===== src/rtl/wb_sram_ctrl_pkg.sv =====
// Shared types and sizes for the Wishbone-to-SRAM controller.
// Holds FSM encodings and bus/SRAM widths used by the interface and core.
package wb_sram_ctrl_pkg;

    localparam int SRAM_AW = 18;
    localparam int WB_AW   = 20;
    localparam int DW      = 32;
    localparam int SW      = 4;
    localparam int CNT_W   = 8;

    typedef enum logic [2:0] {
        IDLE   = 3'd0,
        RD     = 3'd1,
        WSETUP = 3'd2,
        WPULSE = 3'd3,
        WHOLD  = 3'd4,
        ACK    = 3'd5
    } state_t;

endpackage


===== src/rtl/wb_sram_ctrl_if.sv =====
// Wishbone slave port plus SRAM pad port of the controller.
// The controller takes the slave view, the bus owner takes master.
interface wb_sram_ctrl_if;
    import wb_sram_ctrl_pkg::*;

    logic               wb_cyc_i;
    logic               wb_stb_i;
    logic               wb_we_i;
    logic [WB_AW-1:0]   wb_adr_i;
    logic [SW-1:0]      wb_sel_i;
    logic [DW-1:0]      wb_dat_i;
    logic [DW-1:0]      wb_dat_o;
    logic               wb_ack_o;

    logic [DW-1:0]      sram_dat_i;
    logic [DW-1:0]      sram_dat_o;
    logic [SRAM_AW-1:0] sram_addr_o;
    logic [SW-1:0]      sram_bsel_o;
    logic               sram_cs_o;
    logic               sram_oe_o;
    logic               sram_we_o;

    modport slave (
        input  wb_cyc_i, wb_stb_i, wb_we_i,
        input  wb_adr_i, wb_sel_i, wb_dat_i,
        output wb_dat_o, wb_ack_o,
        input  sram_dat_i,
        output sram_dat_o, sram_addr_o, sram_bsel_o,
        output sram_cs_o, sram_oe_o, sram_we_o
    );

    modport master (
        output wb_cyc_i, wb_stb_i, wb_we_i,
        output wb_adr_i, wb_sel_i, wb_dat_i,
        input  wb_dat_o, wb_ack_o,
        output sram_dat_i,
        input  sram_dat_o, sram_addr_o, sram_bsel_o,
        input  sram_cs_o, sram_oe_o, sram_we_o
    );

endinterface


===== src/rtl/wb_sram_ctrl.sv =====
// Wishbone classic slave driving an asynchronous 32-bit SRAM.
// All strobes registered; writes use setup / pulse / hold phases.
module wb_sram_ctrl
    import wb_sram_ctrl_pkg::*;
#(
    parameter int RD_WAIT = 2,
    parameter int WR_WAIT = 2
) (
    input  logic          clk_50mhz,
    input  logic          reset,
    wb_sram_ctrl_if.slave bus
);

    localparam logic [CNT_W-1:0] RD_LOAD = CNT_W'(RD_WAIT - 1);
    localparam logic [CNT_W-1:0] WR_LOAD = CNT_W'(WR_WAIT - 1);
    localparam logic [CNT_W-1:0] CNT_ONE = CNT_W'(1);

    state_t           state;
    logic             armed;
    logic             wr_q;
    logic [CNT_W-1:0] cnt;

    logic unused_adr;
    assign unused_adr = ^bus.wb_adr_i[1:0];

    // The request is latched onto the pads one cycle before cs rises,
    // so address, lanes and data are settled for the whole access.
    always_ff @(posedge clk_50mhz or posedge reset) begin
        if (reset) begin
            state           <= IDLE;
            armed           <= 1'b0;
            wr_q            <= 1'b0;
            cnt             <= '0;
            bus.wb_ack_o    <= 1'b0;
            bus.wb_dat_o    <= '0;
            bus.sram_addr_o <= '0;
            bus.sram_bsel_o <= '0;
            bus.sram_dat_o  <= '0;
            bus.sram_cs_o   <= 1'b0;
            bus.sram_oe_o   <= 1'b0;
            bus.sram_we_o   <= 1'b0;
        end else begin
            bus.wb_ack_o <= 1'b0;
            unique case (state)
                IDLE: begin
                    if (armed) begin
                        armed <= 1'b0;
                        if (bus.sram_bsel_o == '0) begin
                            state        <= ACK;
                            bus.wb_ack_o <= bus.wb_cyc_i;
                        end else if (wr_q) begin
                            state         <= WSETUP;
                            bus.sram_cs_o <= 1'b1;
                        end else begin
                            state         <= RD;
                            bus.sram_cs_o <= 1'b1;
                            bus.sram_oe_o <= 1'b1;
                            cnt           <= RD_LOAD;
                        end
                    end else if (bus.wb_cyc_i && bus.wb_stb_i) begin
                        armed           <= 1'b1;
                        wr_q            <= bus.wb_we_i;
                        bus.sram_addr_o <= bus.wb_adr_i[WB_AW-1:2];
                        bus.sram_bsel_o <= bus.wb_sel_i;
                        bus.sram_dat_o  <= bus.wb_dat_i;
                    end
                end
                RD: begin
                    if (cnt == '0) begin
                        state         <= ACK;
                        bus.wb_dat_o  <= bus.sram_dat_i;
                        bus.wb_ack_o  <= bus.wb_cyc_i;
                        bus.sram_cs_o <= 1'b0;
                        bus.sram_oe_o <= 1'b0;
                    end else begin
                        cnt <= cnt - CNT_ONE;
                    end
                end
                WSETUP: begin
                    state         <= WPULSE;
                    bus.sram_we_o <= 1'b1;
                    cnt           <= WR_LOAD;
                end
                WPULSE: begin
                    if (cnt == '0) begin
                        state         <= WHOLD;
                        bus.sram_we_o <= 1'b0;
                    end else begin
                        cnt <= cnt - CNT_ONE;
                    end
                end
                WHOLD: begin
                    // A dropped cycle still completes; only the ack is withheld.
                    state         <= ACK;
                    bus.wb_ack_o  <= bus.wb_cyc_i;
                    bus.sram_cs_o <= 1'b0;
                end
                ACK: begin
                    state <= IDLE;
                end
                default: begin
                    state <= IDLE;
                end
            endcase
        end
    end

endmodule

===== src/flat_wrapper.sv =====
// flat-port wrapper written by rule: the top's interface ports become plain ports
module wb_sram_ctrl_flat import wb_sram_ctrl_pkg::*;
#(
    parameter int RD_WAIT = 2,
    parameter int WR_WAIT = 2
)
  (clk_50mhz, reset, bus_wb_cyc_i, bus_wb_stb_i, bus_wb_we_i, bus_wb_adr_i, bus_wb_sel_i, bus_wb_dat_i, bus_wb_dat_o, bus_wb_ack_o, bus_sram_dat_i, bus_sram_dat_o, bus_sram_addr_o, bus_sram_bsel_o, bus_sram_cs_o, bus_sram_oe_o, bus_sram_we_o);
  wb_sram_ctrl_if bus_i ();
  input  logic clk_50mhz;
  input  logic reset;
  input wire logic [$bits(bus_i.wb_cyc_i)-1:0] bus_wb_cyc_i;
  input wire logic [$bits(bus_i.wb_stb_i)-1:0] bus_wb_stb_i;
  input wire logic [$bits(bus_i.wb_we_i)-1:0] bus_wb_we_i;
  input wire logic [$bits(bus_i.wb_adr_i)-1:0] bus_wb_adr_i;
  input wire logic [$bits(bus_i.wb_sel_i)-1:0] bus_wb_sel_i;
  input wire logic [$bits(bus_i.wb_dat_i)-1:0] bus_wb_dat_i;
  output wire logic [$bits(bus_i.wb_dat_o)-1:0] bus_wb_dat_o;
  output wire logic [$bits(bus_i.wb_ack_o)-1:0] bus_wb_ack_o;
  input wire logic [$bits(bus_i.sram_dat_i)-1:0] bus_sram_dat_i;
  output wire logic [$bits(bus_i.sram_dat_o)-1:0] bus_sram_dat_o;
  output wire logic [$bits(bus_i.sram_addr_o)-1:0] bus_sram_addr_o;
  output wire logic [$bits(bus_i.sram_bsel_o)-1:0] bus_sram_bsel_o;
  output wire logic [$bits(bus_i.sram_cs_o)-1:0] bus_sram_cs_o;
  output wire logic [$bits(bus_i.sram_oe_o)-1:0] bus_sram_oe_o;
  output wire logic [$bits(bus_i.sram_we_o)-1:0] bus_sram_we_o;
  assign bus_i.wb_cyc_i = bus_wb_cyc_i;
  assign bus_i.wb_stb_i = bus_wb_stb_i;
  assign bus_i.wb_we_i = bus_wb_we_i;
  assign bus_i.wb_adr_i = bus_wb_adr_i;
  assign bus_i.wb_sel_i = bus_wb_sel_i;
  assign bus_i.wb_dat_i = bus_wb_dat_i;
  assign bus_wb_dat_o = bus_i.wb_dat_o;
  assign bus_wb_ack_o = bus_i.wb_ack_o;
  assign bus_i.sram_dat_i = bus_sram_dat_i;
  assign bus_sram_dat_o = bus_i.sram_dat_o;
  assign bus_sram_addr_o = bus_i.sram_addr_o;
  assign bus_sram_bsel_o = bus_i.sram_bsel_o;
  assign bus_sram_cs_o = bus_i.sram_cs_o;
  assign bus_sram_oe_o = bus_i.sram_oe_o;
  assign bus_sram_we_o = bus_i.sram_we_o;
  wb_sram_ctrl #(.RD_WAIT(RD_WAIT), .WR_WAIT(WR_WAIT)) u_core (.clk_50mhz(clk_50mhz), .reset(reset), .bus(bus_i));
endmodule

===== config.mk =====
export PLATFORM = sky130hd
export DESIGN_NAME = wb_sram_ctrl_flat
export DESIGN_NICKNAME = d
export VERILOG_FILES = /design/src/rtl/wb_sram_ctrl_pkg.sv /design/src/rtl/wb_sram_ctrl_if.sv /design/src/rtl/wb_sram_ctrl.sv /design/src/flat_wrapper.sv
export SDC_FILE = /design/constraint.sdc
export NUM_CORES = 1
export LEC_CHECK = 0
export BUFFER_PORTS_ARGS = -buffer_cell sky130_fd_sc_hd__buf_2
export CAP_MARGIN = 0
export CORE_AREA = 2 2 106 108
export CTS_CLUSTER_SIZE = 10
export DETAILED_ROUTE_END_ITERATION = 8
export DIE_AREA = 0 0 108 110
export GPL_ROUTABILITY_DRIVEN = 0
export PLACE_DENSITY = 0.64
export SLEW_MARGIN = 20
export SYNTH_ARGS = -nofsm -noshare
export SYNTH_HDL_FRONTEND = slang
export SYNTH_SLANG_ARGS = --single-unit

===== constraint.sdc =====
create_clock -name clk_50mhz -period 4.25 [get_ports clk_50mhz]
set_clock_uncertainty 0.1 [all_clocks]
set_input_delay 0.2125 -clock clk_50mhz [delete_from_list [all_inputs] [get_ports clk_50mhz]]
set_output_delay 0.2125 -clock clk_50mhz [all_outputs]
set_load 0.02 [all_outputs]

=== Word level (Yosys, flattened, before mapping) ===
Cells that the tools add are included.

* Register bits after elaboration: 103
* Bits of input ports: 93
* Output and inout port bits: 90
* Logic and storage cells: 66

* Add/sub/neg operators: 1
* Equality and inequality tests: 10
* Muxes and demuxes: 26
* Bitwise gates (word level): 1
* Reductions and logical operators: 16

{| class="wikitable"
|+ Operators by type and width
! cell !! number
|-
| 8-bit two-way mux || 4
|-
| 8-bit case mux with 3 select lines || 1
|-
| 3-bit case mux with 5 select lines || 1
|-
| 3-bit two-way mux || 4
|-
| 1-bit two-way mux || 11
|-
| 5-bit AND reduction || 2
|-
| 8-bit logical NOT || 1
|-
| 8-bit by 1-bit subtractor with 8-bit output, second input constant || 1
|-
| 3-bit by 2-bit equality test with 1-bit output, second input constant || 2
|-
| 2-bit by 1-bit != test with 1-bit output, second input constant || 3
|-
| 2-bit != test, second input constant || 3
|-
| 1-bit case mux with 3 select lines || 2
|-
| 3-bit AND reduction || 2
|-
| 3-bit nonzero test || 2
|-
| 4-bit logical NOT || 1
|-
| 1-bit case mux with 2 select lines || 2
|-
| 2-bit AND reduction || 2
|-
| 4-bit AND reduction || 1
|-
| 2-bit nonzero test || 2
|-
| 3-bit by 1-bit equality test with 1-bit output, second input constant || 1
|-
| 3-bit equality test, second input constant || 1
|-
| 3-bit logical NOT || 1
|-
| 2-bit two-way mux || 1
|-
| 2-bit OR reduction || 1
|-
| 2 further kinds || 2
|}

=== Logic depth before layout (Yosys ltp) ===
* Word-level depth: 4
* Gate-level depth with buffers: 7

=== Worst setup path after synthesis ===
OpenSTA, ideal clock, no wires.

* Path type: reg-to-reg
* From: reg u_core.cnt[0]
* To: reg u_core.bus.wb_dat_o[19]
* Library setup time: 0.125 ns
* Data arrival time: 1.706 ns
* Required time: 4.025 ns
* Setup slack: 2.319 ns
* Cell stages (with the launch flop): 8
* Path buffers: 1
* Period minus slack after synthesis: 1.931 ns
* Cell sequence: dfrtp_1 inv_1 ha_1 nor4b_4 nand3_2 nor2_4 buf_6 mux2_2

* Longest elaborated chain between the ends: 2

{| class="wikitable"
|+ Ends and longest elaborated chain
! item !! line !! source
|-
| start, declared || wb_sram_ctrl.sv:21 || <nowiki>logic [CNT_W-1:0] cnt;</nowiki>
|-
| start signal, assigned || wb_sram_ctrl.sv:76 || <nowiki>cnt <= cnt - CNT_ONE;</nowiki>
|-
| start signal, assigned || wb_sram_ctrl.sv:89 || <nowiki>cnt <= cnt - CNT_ONE;</nowiki>
|-
| 8-bit logical NOT || wb_sram_ctrl.sv:69 || <nowiki>if (cnt == '0) begin</nowiki>
|-
| 2-bit AND reduction (no source line) || - ||
|-
| end signal, assigned || wb_sram_ctrl.sv:71 || <nowiki>bus.wb_dat_o <= bus.sram_dat_i;</nowiki>
|-
| end, declared || wb_sram_ctrl_if.sv:26 || <nowiki>output wb_dat_o, wb_ack_o,</nowiki>
|}

Every way passes these cells.
A chain may end at the register's enable or synchronous reset.

=== Worst setup path in the final report ===
* From: reg u_core.cnt[0]
* To: reg u_core.bus.wb_dat_o[30]

The elaborated chain is that of the path after synthesis.

==> run metrics <==
kind of critical path flip-flop to flip-flop; Data arrival, critical path 2720 ps; Nets about 650; Total Wirelength between 10,000 and 15,000 um; vias per cell 4.74; Post-DP HPWL 6780 um; wire length per cell 15.1 um; CTS buffer count 9; XOR/XNOR Fraction of Synth Area less than 1%; drt drc 0; post-route ant nets 0; crit path time final ~2600 ps; worst skew pair latency about 360 ps; post-route clock period utilization slightly above 60%; initial antenna violation count 0; die footprint between 10,000 and 15,000 um2; final setup vio count 0; Mapped Nets between 300 and 400; core box area around 11,000 um2; Syn Area/Cell 14.9 um2; DR vias roughly 3,300; Setup TNS Final 0 ps; CTS H-tree depth 3; diodes inserted 0; CTS resizes 0; dominant synthesized flop cell dfrtp_1; slowest CP cell nor2_4; Tot GR Track Use between 10% and 20%; CP Cell Sequence inv_1 > ha_1 > nor4b_4 > nand3_2 > nor2_4 > mux2_2; outcome finished, final reports clean; Layout area overhead 50.0%; Static Leak ~3 nW; register area share after synthesis 61.7%; achievable frequency between 300 and 400 MHz; Crit Path Max Fanout 32; Longest Clk Path Bufs 2; power per cell area 644 nW/um2; RSZ-0062 raised after global routing false; Die Span Y roughly 110 um; EDFF count, synth 0; CTS root buf clkbuf_8; CTS clk-pin slew, worst paths about 100 ps; #FFs+latches synth between 100 and 150; post-synthesis mux area share between 20% and 30%; vias in the first global route between 3,000 and 4,000; number of port buffers 180; critical path endpoint category flip-flop; Syn. warnings 0; largest net degree at the start of global routing 77; critical path's largest stage delay roughly 690 ps; Slew headroom 39.6%; Critical Path RT 4400 ps; largest family of logic cells by synthesized area multiplexers; Worst setup SP type flip-flop; Core Rows 38; Post-Synth Simple-Gate Area between 5 and 6%; Post-Syn Area 4180 um2; die width 108 um; max-cap violations 0; fraction of the mapped netlist area in adder cells less than 1%; post-synth cell types 46; first-pass GRT wire length 17,000 um; Initial Util between 30% and 40%; Hold Crit Class primary input to flip-flop; max-slew violation count 0; most frequent cells in the layout buf_2 (180), dfrtp_1 (103), dlygate4sd3_1 (88); GRT Residual Overflow 0; Peak supply drop approximately 340 uV; most common cell after layout, fill and taps aside buf_2; Sink Count between 100 and 150; DR pass1 iterations 4; total power 0.00403 W; Mapped Cells 281; share of layout cells above drive strength 1 between 40% and 50%; # IOs between 150 and 200; worst-margin pin slew around 910 ps; asr flop ratio synth 100%; 1st-iter DRT viols roughly 110; Final Hold Fails 0; Synth Area in Compound Gates roughly 5.7%; CTS tree built
per-stage QoR:
step / hold WS (ps) / utilization [%] / setup slack, ps / cell area [um2] / std cells
finish: 36.4 / 58.5 / 1680 / 6260 / 695
global route: 29.7 / 58.5 / 1460 / 6260 / 695
CTS: 12.3 / 58.5 / 1660 / 6260 / 695
detailed placement: 333 / 48.4 / 1690 / 5180 / 591
global placement: 328 / 48.4 / 1760 / 5180 / 591
floorplan: 229 / - / 1230 / 4180 / 281
worst max-delay path: cells and delay by family, from the launching register on:
kind / cells / cell delay, ps
buffers and inverters: 1 / 100
adders and majority gates: 1 / 190
muxes: 1 / 430
and+or+nand+nor: 3 / 1210
DFF: 1 / 410
cells in the mapped netlist (all sizes together) (3+ instances only):
library cell / count / area [um2]
dfrtp: 103 / 2580
mux2: 86 / 968
o21ai: 12 / 60.1
buf: 10 / 88.8
nand2: 10 / 37.5
inv: 6 / 22.5
nor2: 5 / 26.3
a21oi: 4 / 20.0
a31oi: 3 / 18.8
clkbuf: 3 / 11.3
nand3: 3 / 20.0
nor3: 3 / 31.3
o41ai: 3 / 26.3
power breakdown:
group	switching, W	total [W]	leakage, nW	internal, W
Clock	0.000343	0.000619	0.0891	0.000276
Combinational	0.000979	0.00171	1.71	0.000732
Sequential	0.000287	0.00170	1.29	0.00141
Total	0.00161	0.00403	3.09	0.00242
timing repair:
| action | 4_1_cts | 5_1_grt |
|---|---|---|
| buffers inserted | 0 | 0 |
| hold endpoints to repair | 155 | 0 |
| hold buffers | 88 | 0 |
routing by layer:
metal | vias up | global-route usage [%] | share of wire (%)
li1 | 1540 | - | -
met1 | 1633 | 20.7 | 38
met2 | 94 | 33.0 | 54
met4 | 0 | 8.06 | 2.8
met3 | 24 | 5.11 | 5.1
met5 | - | 0 | 0
cells by family (layout without fill, tap and decap cells):
kind of cell             after synthesis  in the layout
AO/OA/AOI/OAI                         35             35
multiplexers                          86             86
buffers and inverters                 19            293
AND/OR/NAND/NOR                       34             34
XOR/XNOR                               1              1
flip-flops                           103            103
adder cells (fa/ha/maj)                3              3
registers in the layout, indices dropped and copies added, names as in the netlist, 3 cells and up:
signal and cells:
u_core.bus.sram_dat_o 32, u_core.bus.wb_dat_o 32, u_core.bus.sram_addr_o 18, u_core.cnt 8
u_core.bus.sram_bsel_o 4, u_core.state 3
path summary, 6_finish.rpt:
path	start	end	slack (ps)	cells after the start
worst max-delay path	u_core.cnt[0]$_DFFE_PP0P_	u_core.bus.wb_dat_o[30]$_DFFE_PP0P_	1680	6
worst min-delay path	bus_wb_cyc_i	u_core.bus.wb_ack_o$_DFF_PP0_	40	2
worst max register to register	u_core.cnt[0]$_DFFE_PP0P_	u_core.bus.wb_dat_o[30]$_DFFE_PP0P_	1680	6
worst min register to register	u_core.bus.sram_dat_o[26]$_DFFE_PP0P_	u_core.bus.sram_dat_o[26]$_DFFE_PP0P_	390	1
max in group asynchronous	reset	u_core.cnt[1]$_DFFE_PP0P_	2640	4
min in group asynchronous	reset	u_core.bus.sram_addr_o[13]$_DFFE_PP0P_	500	3
cell type report:
cell class,instances,area (um2)
inverter,6,25.0
fill,871,4440
sequential,103,2580
clock inverter,6,70.1
tap,140,175
timing repair buffer,271,1800
multi-input combinational,159,1480
clock buffer,10,128
No activity file was read; power rests on OpenSTA's default activity.
